<file path="src/rtl/ro_puf_sequencer.sv">
// Ring-oscillator PUF challenge/response sequencer: for every response bit it selects
// LUT stages, lets both rings settle, counts their synchronized edges and compares them.
module ro_puf_sequencer #(
    parameter int N_STAGES  = 5,
    parameter int RESP_BITS = 8,
    parameter int SETTLE    = 16,
    parameter int WINDOW    = 1024,
    parameter int CNT_W     = 16
) (
    input  logic                          CLK,
    input  logic                          RST,
    input  logic                          START,
    input  logic [RESP_BITS*N_STAGES-1:0] CHALLENGE,
    input  logic                          RO_A,
    input  logic                          RO_B,
    output logic [N_STAGES-1:0]           RO_SEL,
    output logic                          RO_EN,
    output logic                          BUSY,
    output logic                          DONE,
    output logic [RESP_BITS-1:0]          RESPONSE,
    output logic                          SAT
);
    localparam int DRAIN_CYCLES = 3;
    localparam int T_MAX0       = (SETTLE > WINDOW) ? SETTLE : WINDOW;
    localparam int T_MAX        = (T_MAX0 > DRAIN_CYCLES) ? T_MAX0 : DRAIN_CYCLES;
    localparam int TW           = $clog2(T_MAX + 1);
    localparam int IW           = (RESP_BITS > 1) ? $clog2(RESP_BITS) : 1;

    typedef enum logic [2:0] {
        ST_IDLE,
        ST_SETTLE,
        ST_MEASURE,
        ST_DRAIN,
        ST_COMPARE
    } state_t;

    state_t                        state;
    state_t                        state_next;
    logic [TW-1:0]                 timer;
    logic [TW-1:0]                 timer_load_val;
    logic                          timer_load;
    logic [IW-1:0]                 index;
    logic [RESP_BITS*N_STAGES-1:0] challenge_q;
    logic [2:0]                    sync_a;
    logic [2:0]                    sync_b;
    logic [CNT_W-1:0]              cnt_a;
    logic [CNT_W-1:0]              cnt_b;
    logic                          rise_a;
    logic                          rise_b;
    logic                          counting;
    logic                          last_bit;
    logic                          done_q;
    logic                          sat_q;
    logic [RESP_BITS-1:0]          response_q;
    logic [N_STAGES-1:0]           sel_q;

    // Bits [1:0] form the synchronizer; bit 2 is the previous value for edge detection.
    assign rise_a   = sync_a[1] & ~sync_a[2];
    assign rise_b   = sync_b[1] & ~sync_b[2];
    assign counting = (state == ST_MEASURE) || (state == ST_DRAIN);
    assign last_bit = (index == IW'(RESP_BITS - 1));

    always_ff @(posedge CLK) begin
        if (RST) begin
            state <= ST_IDLE;
            timer <= '0;
        end else begin
            state <= state_next;
            if (timer_load) begin
                timer <= timer_load_val;
            end else if (timer != '0) begin
                timer <= timer - TW'(1);
            end
        end
    end

    always_comb begin
        state_next     = state;
        timer_load     = 1'b0;
        timer_load_val = '0;
        case (state)
            ST_IDLE: begin
                if (START) begin
                    state_next     = ST_SETTLE;
                    timer_load     = 1'b1;
                    timer_load_val = TW'(SETTLE - 1);
                end
            end
            ST_SETTLE: begin
                if (timer == '0) begin
                    state_next     = ST_MEASURE;
                    timer_load     = 1'b1;
                    timer_load_val = TW'(WINDOW - 1);
                end
            end
            ST_MEASURE: begin
                if (timer == '0) begin
                    state_next     = ST_DRAIN;
                    timer_load     = 1'b1;
                    timer_load_val = TW'(DRAIN_CYCLES - 1);
                end
            end
            ST_DRAIN: begin
                if (timer == '0) begin
                    state_next = ST_COMPARE;
                end
            end
            ST_COMPARE: begin
                if (last_bit) begin
                    state_next = ST_IDLE;
                end else begin
                    state_next     = ST_SETTLE;
                    timer_load     = 1'b1;
                    timer_load_val = TW'(SETTLE - 1);
                end
            end
            default: state_next = ST_IDLE;
        endcase
    end

    // Counters are cleared outside MEASURE/DRAIN, so COMPARE reads the final counts.
    always_ff @(posedge CLK) begin
        if (RST) begin
            sync_a      <= '0;
            sync_b      <= '0;
            cnt_a       <= '0;
            cnt_b       <= '0;
            index       <= '0;
            challenge_q <= '0;
            response_q  <= '0;
            sat_q       <= 1'b0;
            done_q      <= 1'b0;
            sel_q       <= '0;
        end else begin
            sync_a <= {sync_a[1:0], RO_A};
            sync_b <= {sync_b[1:0], RO_B};
            done_q <= 1'b0;

            if (counting) begin
                if (rise_a && (cnt_a != '1)) begin
                    cnt_a <= cnt_a + CNT_W'(1);
                end
                if (rise_b && (cnt_b != '1)) begin
                    cnt_b <= cnt_b + CNT_W'(1);
                end
            end else begin
                cnt_a <= '0;
                cnt_b <= '0;
            end

            case (state)
                ST_IDLE: begin
                    if (START) begin
                        challenge_q <= CHALLENGE;
                        response_q  <= '0;
                        sat_q       <= 1'b0;
                        index       <= '0;
                        sel_q       <= CHALLENGE[N_STAGES-1:0];
                    end
                end
                ST_COMPARE: begin
                    response_q[index] <= (cnt_a > cnt_b);
                    sat_q             <= sat_q | (cnt_a == '1) | (cnt_b == '1);
                    if (last_bit) begin
                        done_q <= 1'b1;
                    end else begin
                        index <= index + IW'(1);
                        sel_q <= challenge_q[(int'(index) + 1) * N_STAGES +: N_STAGES];
                    end
                end
                default: begin
                end
            endcase
        end
    end

    assign RO_SEL   = sel_q;
    assign RO_EN    = (state == ST_MEASURE);
    assign BUSY     = (state != ST_IDLE);
    assign DONE     = done_q;
    assign RESPONSE = response_q;
    assign SAT      = sat_q;

endmodule

</file>
<file path="config.mk">
export PLATFORM = sky130hd
export DESIGN_NAME = ro_puf_sequencer
export DESIGN_NICKNAME = d
export VERILOG_FILES = /design/src/rtl/ro_puf_sequencer.sv
export SDC_FILE = /design/constraint.sdc
export NUM_CORES = 1
export LEC_CHECK = 0
export BUFFER_PORTS_ARGS = -buffer_cell sky130_fd_sc_hd__buf_4
export CELL_PAD_IN_SITES_DETAIL_PLACEMENT = 0
export CELL_PAD_IN_SITES_GLOBAL_PLACEMENT = 2
export CORE_MARGIN = 2
export CORE_UTILIZATION = 35
export DETAILED_ROUTE_END_ITERATION = 16
export PLACE_DENSITY = 0.81
export SYNTH_ARGS = -nofsm -noshare
export SYNTH_HDL_FRONTEND = slang
export SYNTH_SLANG_ARGS = --single-unit
</file>
<file path="constraint.sdc">
create_clock -name CLK -period 2.4 [get_ports CLK]
set_clock_uncertainty 0.05 [all_clocks]
set_input_delay 0.6 -clock CLK [delete_from_list [all_inputs] [get_ports CLK]]
set_output_delay 0.6 -clock CLK [all_outputs]
set_load 0.05 [all_outputs]
</file>
### Word-level counts from Yosys, hierarchy flattened

Index checks and enable logic that the tools add are counted.

| storage, ports and cells | value |
|---|---|
| memory bits (writable) | 0 |
| output and inout bits | 17 |
| latch bits | 0 |
| input port bits | 45 |
| word-level logic and storage cells | 92 |
| register bits | 110 |
| bits in read-only memories | 0 |
| memories kept | 0 |

| operators by class | value |
|---|---|
| order comparisons | 3 |
| $mul | 1 |
| add/subtract/negate cells | 5 |
| muxes and demuxes | 31 |
| equal/unequal tests | 14 |
| bitwise gates (word level) | 8 |
| shifts and indexed selects | 1 |
| reduce and logical (&&, ||, !) cells | 17 |
| div/mod/pow operators | 0 |

Operator list:

| kind | count |
|---|---|
| $pmux 10 s4 | 1 |
| $shiftx 40x8->5 | 1 |
| $add 16x1->16 const B | 2 |
| $eq 16x16->1 const B | 2 |
| $ne 16x16->1 const B | 2 |
| $mux 11 | 2 |
| $mux 3 | 6 |
| $gt 16x16->1 | 1 |
| $pmux 8 s2 | 1 |
| $pmux 3 s5 | 1 |
| $logic_not 11->1 | 1 |
| $reduce_bool 11->1 | 1 |
| $sub 11x1->11 const B | 1 |
| $mux 10 | 1 |
| $mux 5 | 2 |
| $pmux 5 s2 | 1 |
| $bwmux 8 | 1 |
| $mux 4 | 2 |
| $mux 8 | 1 |
| $mul 4x3->7 const B | 1 |
| $mux 1 | 7 |
| $eq 3x2->1 const B | 2 |
| $eq 3x3->1 const B | 2 |
| $ne 2x2->1 const B | 3 |
| other kinds (23) | 35 |

### Logic depth before layout (Yosys ltp)

Gate-level depths: netlist (run 1).

| logic depth | value |
|---|---|
| depth in word-level cells | 6 |
| gate-level depth with buffers | 8 |
| mapped depth without buffers | 7 |

### Worst setup path before layout (run 1)

OpenSTA, ideal clock, no wires.

| path | value |
|---|---|
| kind | flip-flop to flip-flop |
| start point | register state[1] |
| end point | register timer[0] |
| required time | 2.222 ns |
| stages on the path, launching flop included | 7 |
| data arrival time | 2.438 ns |
| buffers on the path | 1 |
| period minus slack after synthesis | 2.616 ns |
| setup time | 0.128 ns |
| path slack | -0.216 ns |
| path through | dfxtp_1 -> clkbuf_1 -> nor3b_1 -> nor2_1 -> or3_1 -> a21oi_1 -> nor2_1 |

| on the way | value |
|---|---|
| longest elaborated chain between the ends | 4 |

Ends and longest elaborated chain:

| element | RTL line | source |
|---|---|---|
| start: declaration | 37 | `state_t state;` |
| start signal: assignment | 68 | `state <= state_next;` |
| $eq 3x2->1 (*) | - |  |
| via RO_EN | 17 | `output logic RO_EN,` |
| $reduce_or 2->1 (no line) | - |  |
| $pmux 1 s3 | 81 | `case (state)` |
| $mux 11 / $reduce_bool 2->1 (equally long branches) | - |  |
| end signal: assignment | 70 | `timer <= timer_load_val;` |
| end signal: assignment | 72 | `timer <= timer - TW'(1);` |
| end: declaration | 39 | `logic [TW-1:0] timer;` |

The timed path passes the listed nets; every way through them passes the cells marked *.
A chain may end at the register's enable or synchronous reset.

### Worst setup path after layout (run 1)

| path | value |
|---|---|
| start point | register cnt_b[15] |
| end point | register response_q[4] (netlist: RESPONSE[4]) |

| on the way | value |
|---|---|
| longest elaborated chain between the ends | 3 |

Ends and longest elaborated chain:

| element | RTL line | source |
|---|---|---|
| start: declaration | 47 | `logic [CNT_W-1:0] cnt_b;` |
| start signal: assignment | 144 | `cnt_b <= cnt_b + CNT_W'(1);` |
| $gt 16x16->1 | 162 | `response_q[index] <= (cnt_a > cnt_b);` |
| $bwmux 8 | 162 |  |
| $pmux 8 s2 | 151 | `case (state)` |
| end signal: indexed assignment | 162 |  |
| end: declaration | 54 | `logic [RESP_BITS-1:0] response_q;` |

No other way between the ends.

==> results.md, run 1 <==
* Outcome: completed
* Non-filler cells, final at 872
* Vias at 4,597
* Max_cap viols at 0
* Final Cycle Share at 91.4%
* Crit path kind: reg2reg
* Num ports at 62
* Seq/Total Area, Yosys at 41.1%
* Post-synth top cells: 113 x nand2_1, 105 x dfxtp_1, 70 x a21oi_1
* CTS tree: yes
* Min Tclk post-route at 2.19 ns
* Final hold violation count at 0
* Post-synthesis net count at 691
* Post-synthesis cell count at 624
* Core area at 0.0144 mm^2
* WL final at 13,400 um
* #FFs+latches synth at 105
* Die Ht at 125 um
* Vias in the first global route at 4,459
* Clock-pin transition on the worst setup and hold timing paths at 0.08 ns
* Total CTS buffers at 9
* Pwr Density at 796 mW/mm^2
* Pre-antenna DRT Iters at 4
* DP Cell Count at 856
* RSZ-0062 raised after global routing: false
* Vias/cell at 5.27
* Mapped cell area at 0.00512 mm^2
* Post-synth ARST share at 0%
* Gr usage total at 17.0%
* Peak supply drop at 0.000565 V
* Num Clock Sinks at 105
* Final Slew Violations at 0
* Critical path endpoint category: flop
* Buffers added on ports at 61
* Worst path required time at 2.65 ns
* Core Rows at 44
* Endpoints failing setup at 0
* Count leader, synth: nand2_1
* Setup crit start kind: flop
* Drt drc at 0
* Dominant cells by area after synthesis: dfxtp_1 41%, nand2_1 8.3%, a21oi_1 6.8%
* Mean post-synth cell area at 8.20 um^2
* Ys flop type: dfxtp_1
* Max transition margin at 48.3%
* Synth unique cells at 49
* CTS Root Cell: clkbuf_16
* H-tree depth at 3
* Synth Warn # at 0
* Area grow syn2layout at 20.9%
* Ordered cell list for the critical path: inv_1 > ha_1 > nand4_1 > nor4_4 > o21ai_1 > a311oi_1 > buf_4 > a32o_1
* Die area at 0.0156 mm^2
* Number of synthesized flops with an enable pin at 0
* CP delay by family, top: compound AO/OA/AOI/OAI gates
* Worst Path Max Fanout at 5
* Remaining Overflow, GRT at 0
* # diodes at 0
* Highest Clock Rate at 0.456 GHz
* Largest net degree at the start of global routing at 37
* Leakage at 2.28 nW
* Max Root-Sink Buffers at 2
* Area leader, netlist: dfxtp_1
* First-pass GRT wire length at 21,500 um
* NumNets Final at 750
* WL/cell at 15.4 um
* Arrival time worst endpoint at 2.45 ns
* Antenna violations before repair at 0
* Die X at 125 um
* Yosys top cell area share at 41.1%
* Iteration-0 DRC Markers at 228
* Worst path bufs/invs at 2
* Worst Max-Slew Pin Slew at 0.774 ns
* Placer Congestion at 0.864
* R2r setup slk at 0.21 ns
* Initial Util at 35.5%
* Tightest Hold Check Type: reg2reg
* Setup TNS at 0 ns
* HPWL Detailed at 9930 um
* Worst path slowest cell: dfxtp_1
* # hold bufs at CTS at 0
* Post-CTS setup buffer count at 0
* Layout cell share with drive strength beyond 1 at 16.4%
* Max stage delay on crit path at 0.40 ns
* Post-DRT Antenna Nets at 0
* Clock Latency Late Sink at 0.36 ns
[cell families after synthesis]
family / Yosys count / share of synthesized area (%)
adders and majority gates: 22 / 5.38
muxes: 13 / 3.77
and+or+nand+nor: 264 / 24.3
DFF: 105 / 41.1
AOI/OAI and AO/OA: 141 / 17.4
buffers and inverters: 57 / 4.40
xor gates and xnor gates: 22 / 3.77
[worst paths after layout]
check / startpoint / end / cells after the start
setup / recovery: cnt_b[15] / RESPONSE[4] / 8
hold / removal: sync_b[0] / sync_b[1] / 1
hold reg to reg: sync_b[0] / sync_b[1] / 1
setup reg to reg: cnt_b[15] / RESPONSE[4] / 8
[sequential cells by signal, summed over array words and instances (netlist names)]
signal,cells
challenge_q,35
DONE,1
RO_SEL,5
sync_a,3
SAT,1
cnt_b,16
RESPONSE,8
cnt_a,16
index,3
timer,11
sync_b,3
state,3
[timing repair]
action | 4_1_cts | 5_1_grt
gates resized for setup | 0 | 5
hold endpoints to repair | 0 | 0
endpoints found under the setup margin | 0 | 8
[power breakdown]
group / switching [W] / internal [W] / total (W)
registers: 0.000162 / 0.00192 / 0.00208
logic: 0.000687 / 0.000473 / 0.00116
clock network: 0.000738 / 0.000946 / 0.00168
[per-layer routing]
metal / up-vias / part of all wire [%] / track usage, %
met5: - / 0 / 0
met4: 0 / 1.8 / 5.62
met3: 16 / 4.6 / 4.77
met2: 102 / 48 / 29.2
met1: 2149 / 45 / 20.7
li1: 2330 / - / -
[cells in the final DEF (no fill, tap or decap), types with 3 or more instances in the layout]
cell	instances
o21ai_0	15
nand2b_1	7
xnor2_1	15
a211oi_1	17
a2bb2oi_1	5
mux4_2	5
xor2_1	7
nor2b_1	8
a21oi_1	70
nand3_1	17
ha_1	22
or3_1	6
inv_1	24
clkbuf_16	9
nor2_1	49
a21o_1	4
nor3_1	19
dfxtp_1	103
nand4_1	15
or4_1	3
buf_4	81
nand2_1	113
nor3b_1	3
and2_1	5
o31ai_1	3
a32o_1	9
mux2i_1	8
and3_1	3
nor4_1	4
[through the flow]
step	setup slack, ns	util, %	power, W	hold slack [ns]	instance area, um^2
2_1_floorplan	0.316	-	0.00291	0.364	5120
3_3_place_gp	0.0803	40.4	0.00326	0.368	5830
3_5_place_dp	0.0284	40.4	0.00327	0.381	5830
4_1_cts	0.00853	42.8	0.00497	0.393	6170
6_report	0.206	42.9	0.00492	0.392	6180
5_1_grt	0.0586	42.9	0.00519	0.404	6180
[worst register-to-register path: stages (launching register included)]
cell and delay [ns]:
dfxtp_1 0.40, inv_1 0.08, ha_1 0.32, nand4_1 0.19, nor4_4 0.35, o21ai_1 0.14, a311oi_1 0.30, buf_4 0.19
a32o_1 0.12
[layout make-up]
cell class                 count  area (um^2)
fill                        1501         8240
inverter                      24         90.1
sequential                   105         2100
multi-input combinational    462         2810
clock inverter                 7          116
clock buffer                   9          225
tap                          184          230
timing repair buffer          81          608
Power figures use the tool's default switching activity.
==> run 2, diff against run 1 <==
==> config.mk (replaced) <==
export PLATFORM = sky130hd
export DESIGN_NAME = ro_puf_sequencer
export DESIGN_NICKNAME = d
export VERILOG_FILES = /design/src/rtl/ro_puf_sequencer.sv
export SDC_FILE = /design/constraint.sdc
export NUM_CORES = 1
export LEC_CHECK = 0
export BUFFER_PORTS_ARGS = -buffer_cell sky130_fd_sc_hd__buf_4
export CORE_ASPECT_RATIO = 1.25
export CORE_MARGIN = 2
export CORE_UTILIZATION = 40
export DETAILED_ROUTE_END_ITERATION = 16
export PLACE_DENSITY = 0.59
export SYNTH_ARGS = -nofsm -noshare
export SYNTH_HDL_FRONTEND = slang
export SYNTH_SLANG_ARGS = --single-unit
==> run 2 against run 1 <==
Net effect:
- die area down 12%
- highest routed layer unchanged
- largest cell class unchanged
- sequential share of layout area rose by 0.36 points
- core utilization increased by 5.6 points
- total power down 5.6%
- cell area shrank 1.1%
- final cell count decreased by 1.7%
==> results.md, run 2 (synthesis gave the netlist of run 1 again) <==
* Setup crit start kind: flop (unchanged)
* Fill count at 1,258 (was 1,501)
* Largest register by flop count: challenge_q (unchanged)
* CTS Root Cell: clkbuf_16 (unchanged)
* Min Tclk post-route at 2.21 ns (was 2.19 ns)
* Layout cell share with drive strength beyond 1 at 16.4% (about the same)
* Core area at 0.0126 mm^2 (was 0.0144 mm^2)
* WL final at 12,800 um (was 13,400 um)
* Buffers added on ports at 61 (unchanged)
* Num ports at 62 (unchanged)
* Final Slew Violations at 0 (unchanged)
* DP Cell Count at 841 (was 856)
* Outcome: completed (unchanged)
* Max transition margin at 60.8% (was 48.3%)
* Placer Congestion at 0.876 (was 0.864)
* # hold bufs at CTS at 0 (unchanged)
* Peak supply drop at 0.000373 V (was 0.000565 V)
* H-tree depth at 3 (unchanged)
* First-pass GRT wire length at 21,400 um (was 21,500 um)
* CTS tree: yes (unchanged)
* Endpoints failing setup at 0 (unchanged)
* Pre-antenna DRT Iters at 4 (unchanged)
* Worst path slowest cell: dfxtp_1 (unchanged)
* Reg2Reg Depth at 8 (unchanged)
* R2r setup slk at 0.19 ns (was 0.21 ns)
* Critical path endpoint category: flop (unchanged)
* Register area at 0.00210 mm^2 (about the same)
* Crit path kind: reg2reg (unchanged)
* Worst reg2reg startpoint: cnt_b[11] (was cnt_b[15])
* Total CTS buffers at 9 (unchanged)
* Area grow syn2layout at 19.5% (was 20.9%)
* Max stage delay on crit path at 0.35 ns (was 0.40 ns)
* WL/cell at 14.9 um (was 15.4 um)
* Gr usage total at 19.4% (was 17.0%)
* Final hold violation count at 0 (unchanged)
* Worst path required time at 2.64 ns (was 2.65 ns)
* Iteration-0 DRC Markers at 237 (was 228)
* WHS at 0.388 ns (was 0.392 ns)
* Clock Latency Late Sink at 0.34 ns (was 0.36 ns)
* Die X at 105 um (was 125 um)
* Hold Path Stages at 1 (unchanged)
* Core Rows at 46 (was 44)
* Core Util, Final at 48.5% (was 42.9%)
* CP delay by family, top: compound AO/OA/AOI/OAI gates (unchanged)
* Vias/cell at 5.36 (was 5.27)
* Max_cap viols at 0 (unchanged)
* Max FFs per register at 35 (unchanged)
* Leakage at 2.25 nW (was 2.28 nW)
* Hold Crit Start: sync_a[0] (was sync_b[0])
* Ordered cell list for the critical path: inv_1 > ha_1 > nand4_1 > nor4_4 > o21ai_0 > a311oi_1 > buf_4 > a32o_1 (was inv_1 > ha_1 > nand4_1 > nor4_4 > o21ai_1 > a311oi_1 > buf_4 > a32o_1)
* Pwr Density at 760 mW/mm^2 (was 796 mW/mm^2)
* Worst Max-Slew Pin Slew at 0.584 ns (was 0.774 ns)
* Max Root-Sink Buffers at 2 (unchanged)
* Initial Util at 40.6% (was 35.5%)
* HPWL Detailed at 9520 um (was 9930 um)
* Commonest non-fill, non-tap cell in the layout: nand2_1 (unchanged)
* Tightest Hold Check Type: reg2reg (unchanged)
* Drt drc at 0 (unchanged)
* Clock-pin transition on the worst setup and hold timing paths at 0.08 ns (about the same)
* Num Clock Sinks at 105 (unchanged)
* Arrival time worst endpoint at 2.45 ns (about the same)
* # diodes at 0 (unchanged)
* Setup TNS at 0 ns (unchanged)
* Post_cts resized at 0 (unchanged)
* Vias in the first global route at 4,428 (was 4,459)
* Vias at 4,590 (was 4,597)
* Highest Clock Rate at 0.453 GHz (was 0.456 GHz)
* Worst path bufs/invs at 2 (unchanged)
* Design area at 0.00612 mm^2 (was 0.00618 mm^2)
* RSZ-0062 raised after global routing: false (unchanged)
* Commonest cells after routing, fill and taps aside: 113 x nand2_1, 104 x dfxtp_1, 82 x buf_4 (was 113 x nand2_1, 103 x dfxtp_1, 81 x buf_4)
* Die Ht at 130 um (was 125 um)
* Placed cell area at 0.00581 mm^2 (was 0.00583 mm^2)
* Worst Path Max Fanout at 6 (was 5)
* NumNets Final at 751 (was 750)
* Largest net degree at the start of global routing at 37 (unchanged)
* Post-CTS setup buffer count at 0 (unchanged)
* Non-filler cells, final at 857 (was 872)
* Antenna violations before repair at 0 (unchanged)
* Remaining Overflow, GRT at 0 (unchanged)
* Worst hold endpoint: sync_a[1] (was sync_b[1])
* Post-DRT Antenna Nets at 0 (unchanged)
* Die area at 0.0137 mm^2 (was 0.0156 mm^2)
* Multi-input gate area at 0.00281 mm^2 (unchanged)
* R2R Path End: RESPONSE[0] (was RESPONSE[4])
* Final Cycle Share at 92.1% (was 91.4%)
* Top Registers: challenge_q: 35 flops, cnt_a: 16 flops, cnt_b: 16 flops (unchanged)
==> run 2: metrics by stage <==
| step | worst slack, ns | power [W] |
|---|---|---|
| 5_1_grt | 0.0408 | 0.00493 |
| 6_report | 0.191 | 0.00465 |
| 4_1_cts | 0.0272 | 0.00469 |
| 3_3_place_gp | 0.120 | 0.00322 |
| 2_1_floorplan | 0.316 | 0.00291 |
| 3_5_place_dp | 0.0578 | 0.00325 |
==> run 2: where the power goes <==
part	switching [W]	total, W	internal, W
clock network	0.000715	0.00144	0.000725
logic	0.000670	0.00114	0.000469
registers	0.000151	0.00207	0.00192
==> run 2: worst max path at each step <==
stage / from / endpoint / slack (ns) / cells after the start
2_1_floorplan: state[1] / timer[0] / 0.32 / 6
3_3_place_gp: cnt_b[12] / RESPONSE[0] / 0.12 / 8
3_5_place_dp: cnt_b[12] / RESPONSE[0] / 0.06 / 8
4_1_cts: cnt_b[12] / RESPONSE[0] / 0.03 / 8
5_1_grt: cnt_b[11] / RESPONSE[4] / 0.04 / 8
6_report: cnt_b[11] / RESPONSE[0] / 0.19 / 8
==> run 2: final cells by class <==
class	count	share of cell area [%]
clock buffers	9	3.68
clock inverters	7	1.00
inverters	24	1.47
multi-input cells	462	45.9
flip-flops and latches	105	34.4
well taps	168	3.44
repair buffers	82	10.1
==> run 2: metal layers <==
metal / vias up / track usage (%) / part of all wire [%]
met3: 24 / 2.83 / 3.2
li1: 2326 / - / -
met5: - / 0 / 0
met2: 96 / 34.6 / 51
met1: 2144 / 22.8 / 43
met4: 0 / 9.88 / 3.1
==> run 3, diff against run 2 <==
--- a/config.mk
+++ b/config.mk
@@ -10,6 +10,7 @@
 export CORE_MARGIN = 2
 export CORE_UTILIZATION = 40
 export DETAILED_ROUTE_END_ITERATION = 16
+export GPL_TIMING_DRIVEN = 0
 export PLACE_DENSITY = 0.59
 export SYNTH_ARGS = -nofsm -noshare
 export SYNTH_HDL_FRONTEND = slang
==> run 3 against run 2 <==
Net effect:
- largest cell class unchanged
- clock power about the same
- core utilization about the same
- total power up 0.91%
- sequential cell count unchanged
- setup slack worse by 0.10 ns
- combinational power about the same
- register-to-register slack worse by 0.08 ns
- sequential share of layout area about the same
- critical path type is now reg2out
- die area unchanged
==> results.md, run 3 (synthesis gave the netlist of run 1 again) <==
* Critical path endpoint category: output pin (was flop)
* NumNets Final at 764 (was 751)
* Remaining Overflow, GRT at 0 (unchanged)
* Buffers added on ports at 60 (was 61)
* Final hold violation count at 0 (unchanged)
* Wl on met1 at 5730 um (was 5480 um)
* WL/cell at 15.6 um (was 14.9 um)
* # diodes at 0 (unchanged)
* Vias at 4,614 (was 4,590)
* Final setup margin at 0.0896 ns (was 0.191 ns)
* Tightest Hold Check Type: reg2reg (unchanged)
* Gr usage total at 20.6% (was 19.4%)
* Largest net degree at the start of global routing at 20 (was 37)
* Num Clock Sinks at 105 (unchanged)
* Top sig layer: met4 (unchanged)
* Die area at 0.0137 mm^2 (unchanged)
* Placer Congestion at 0.849 (was 0.876)
* First-pass GRT wire length at 22,200 um (was 21,400 um)
* Endpoints failing setup at 0 (unchanged)
* Max Root-Sink Buffers at 2 (unchanged)
* Core Rows at 46 (unchanged)
* Drt drc at 0 (unchanged)
* Leakage at 2.25 nW (about the same)
* Die Ht at 130 um (unchanged)
* Pwr Density at 766 mW/mm^2 (was 760 mW/mm^2)
* Crit path kind: reg2out (was reg2reg)
* Highest Clock Rate at 0.433 GHz (was 0.453 GHz)
* Met3 wire len at 445 um (was 414 um)
* Arrival time worst endpoint at 1.66 ns (was 2.45 ns)
* Largest register by flop count: challenge_q (unchanged)
* Total CTS buffers at 9 (unchanged)
* Layout cell share with drive strength beyond 1 at 15.1% (was 16.4%)
* CTS Root Cell: clkbuf_16 (unchanged)
* Routed met2 length at 7140 um (was 6510 um)
* Commonest non-fill, non-tap cell in the layout: nand2_1 (unchanged)
* Max_cap viols at 0 (unchanged)
* Setup TNS at 0 ns (unchanged)
* Worst Max-Slew Pin Slew at 0.787 ns (was 0.584 ns)
* Die X at 105 um (unchanged)
* Outcome: completed (unchanged)
* Reg2Reg Depth at 8 (unchanged)
* Vias in the first global route at 4,455 (was 4,428)
* Clock Latency Late Sink at 0.36 ns (was 0.34 ns)
* Worst Path Max Fanout at 10 (was 6)
* HPWL Detailed at 10,400 um (was 9520 um)
* Total chip power at 0.00469 W (was 0.00465 W)
* H-tree depth at 3 (unchanged)
* Vias/cell at 5.30 (was 5.36)
* Commonest cells after routing, fill and taps aside: 113 x nand2_1, 104 x dfxtp_1, 70 x a21oi_1 (was 113 x nand2_1, 104 x dfxtp_1, 82 x buf_4)
* Worst path required time at 1.75 ns (was 2.64 ns)
* Initial Util at 40.6% (unchanged)
* Pre-CTS setup slack at -0.253 ns (was 0.0578 ns)
* Clock-pin transition on the worst setup and hold timing paths at 0.07 ns (was 0.08 ns)
* Pre-antenna DRT Iters at 4 (unchanged)
* Final Slew Violations at 0 (unchanged)
* Peak supply drop at 0.000424 V (was 0.000373 V)
* Top Registers: challenge_q: 35 flops, cnt_a: 16 flops, cnt_b: 16 flops (unchanged)
* Max transition margin at 47.1% (was 60.8%)
* CTS tree: yes (unchanged)
* WL final at 13,600 um (was 12,800 um)
* Hold Path Stages at 1 (unchanged)
* Area grow syn2layout at 19.6% (was 19.5%)
* Max FFs per register at 35 (unchanged)
* Post-DRT Antenna Nets at 0 (unchanged)
* Antenna violations before repair at 0 (unchanged)
* Core area at 0.0126 mm^2 (unchanged)
* Min Tclk post-route at 2.31 ns (was 2.21 ns)
* Final Cycle Share at 96.3% (was 92.1%)
* Iteration-0 DRC Markers at 211 (was 237)
* Num ports at 62 (unchanged)
* Fill count at 1,258 (unchanged)
* Setup crit start kind: flop (unchanged)
## run 3: cell count changes in the layout (fill, tap and decap cells not counted), sizes merged
cell / previous run / this run
clkinvlp: 2 / 0
clkbuf: 9 / 32
clkinv: 1 / 3
buf: 82 / 72
## run 3: final timing paths
kind	slack (ns)	startpoint	end
setup / recovery	0.09	state[0]	BUSY
hold reg to reg	0.39	sync_a[0]	sync_a[1]
setup reg to reg	0.11	cnt_b[12]	RESPONSE[2]
hold / removal	0.39	sync_a[0]	sync_a[1]
## run 3: through the flow
stage               util [%]  instances  cell area [um^2]  hold slack (ns)
global route            48.5        870              6120            0.402
CTS                     48.3        868              6090            0.395
detailed placement      45.9        852              5780            0.379
finish                  48.5        870              6120            0.392
floorplan                  -        624              5120            0.364
global placement        45.9        852              5780            0.372
## run 3: power by group
group | total [W] | switching (W) | internal [W]
logic | 0.00116 | 0.000716 | 0.000449
clock network | 0.00146 | 0.000737 | 0.000725
registers | 0.00206 | 0.000145 | 0.00192
total | 0.00469 | 0.00160 | 0.00309
## run 3: final cells by class
type / count / area [um^2] / share of cell area, %
tap: 168 / 210 / 3.44
multi-input combinational: 462 / 2830 / 46.2
timing repair buffer: 62 / 465 / 7.61
clock inverter: 7 / 60.1 / 0.982
sequential: 105 / 2100 / 34.4
inverter: 24 / 90.1 / 1.47
clock buffer: 9 / 225 / 3.68
buffer: 33 / 136 / 2.23
## run 3: worst max-delay path, stage by stage, from the launching register on
cell and delay (ns):
dfxtp_1 0.30, clkbuf_1 0.22, nor3_1 0.50, inv_1 0.08, buf_4 0.20
## run 3: metal layers
metal / global-route usage [%] / vias up
met5: 0 / -
met4: 7.14 / 0
met3: 3.92 / 15
met2: 39.1 / 80
met1: 23.1 / 2163
li1: - / 2356
## run 3: timing repair
item                       CTS  global route
hold buffers                 0             0
setup buffers                0             2
gates resized for setup      3             6
setup endpoints to repair    8            17
pin swaps                    2             2
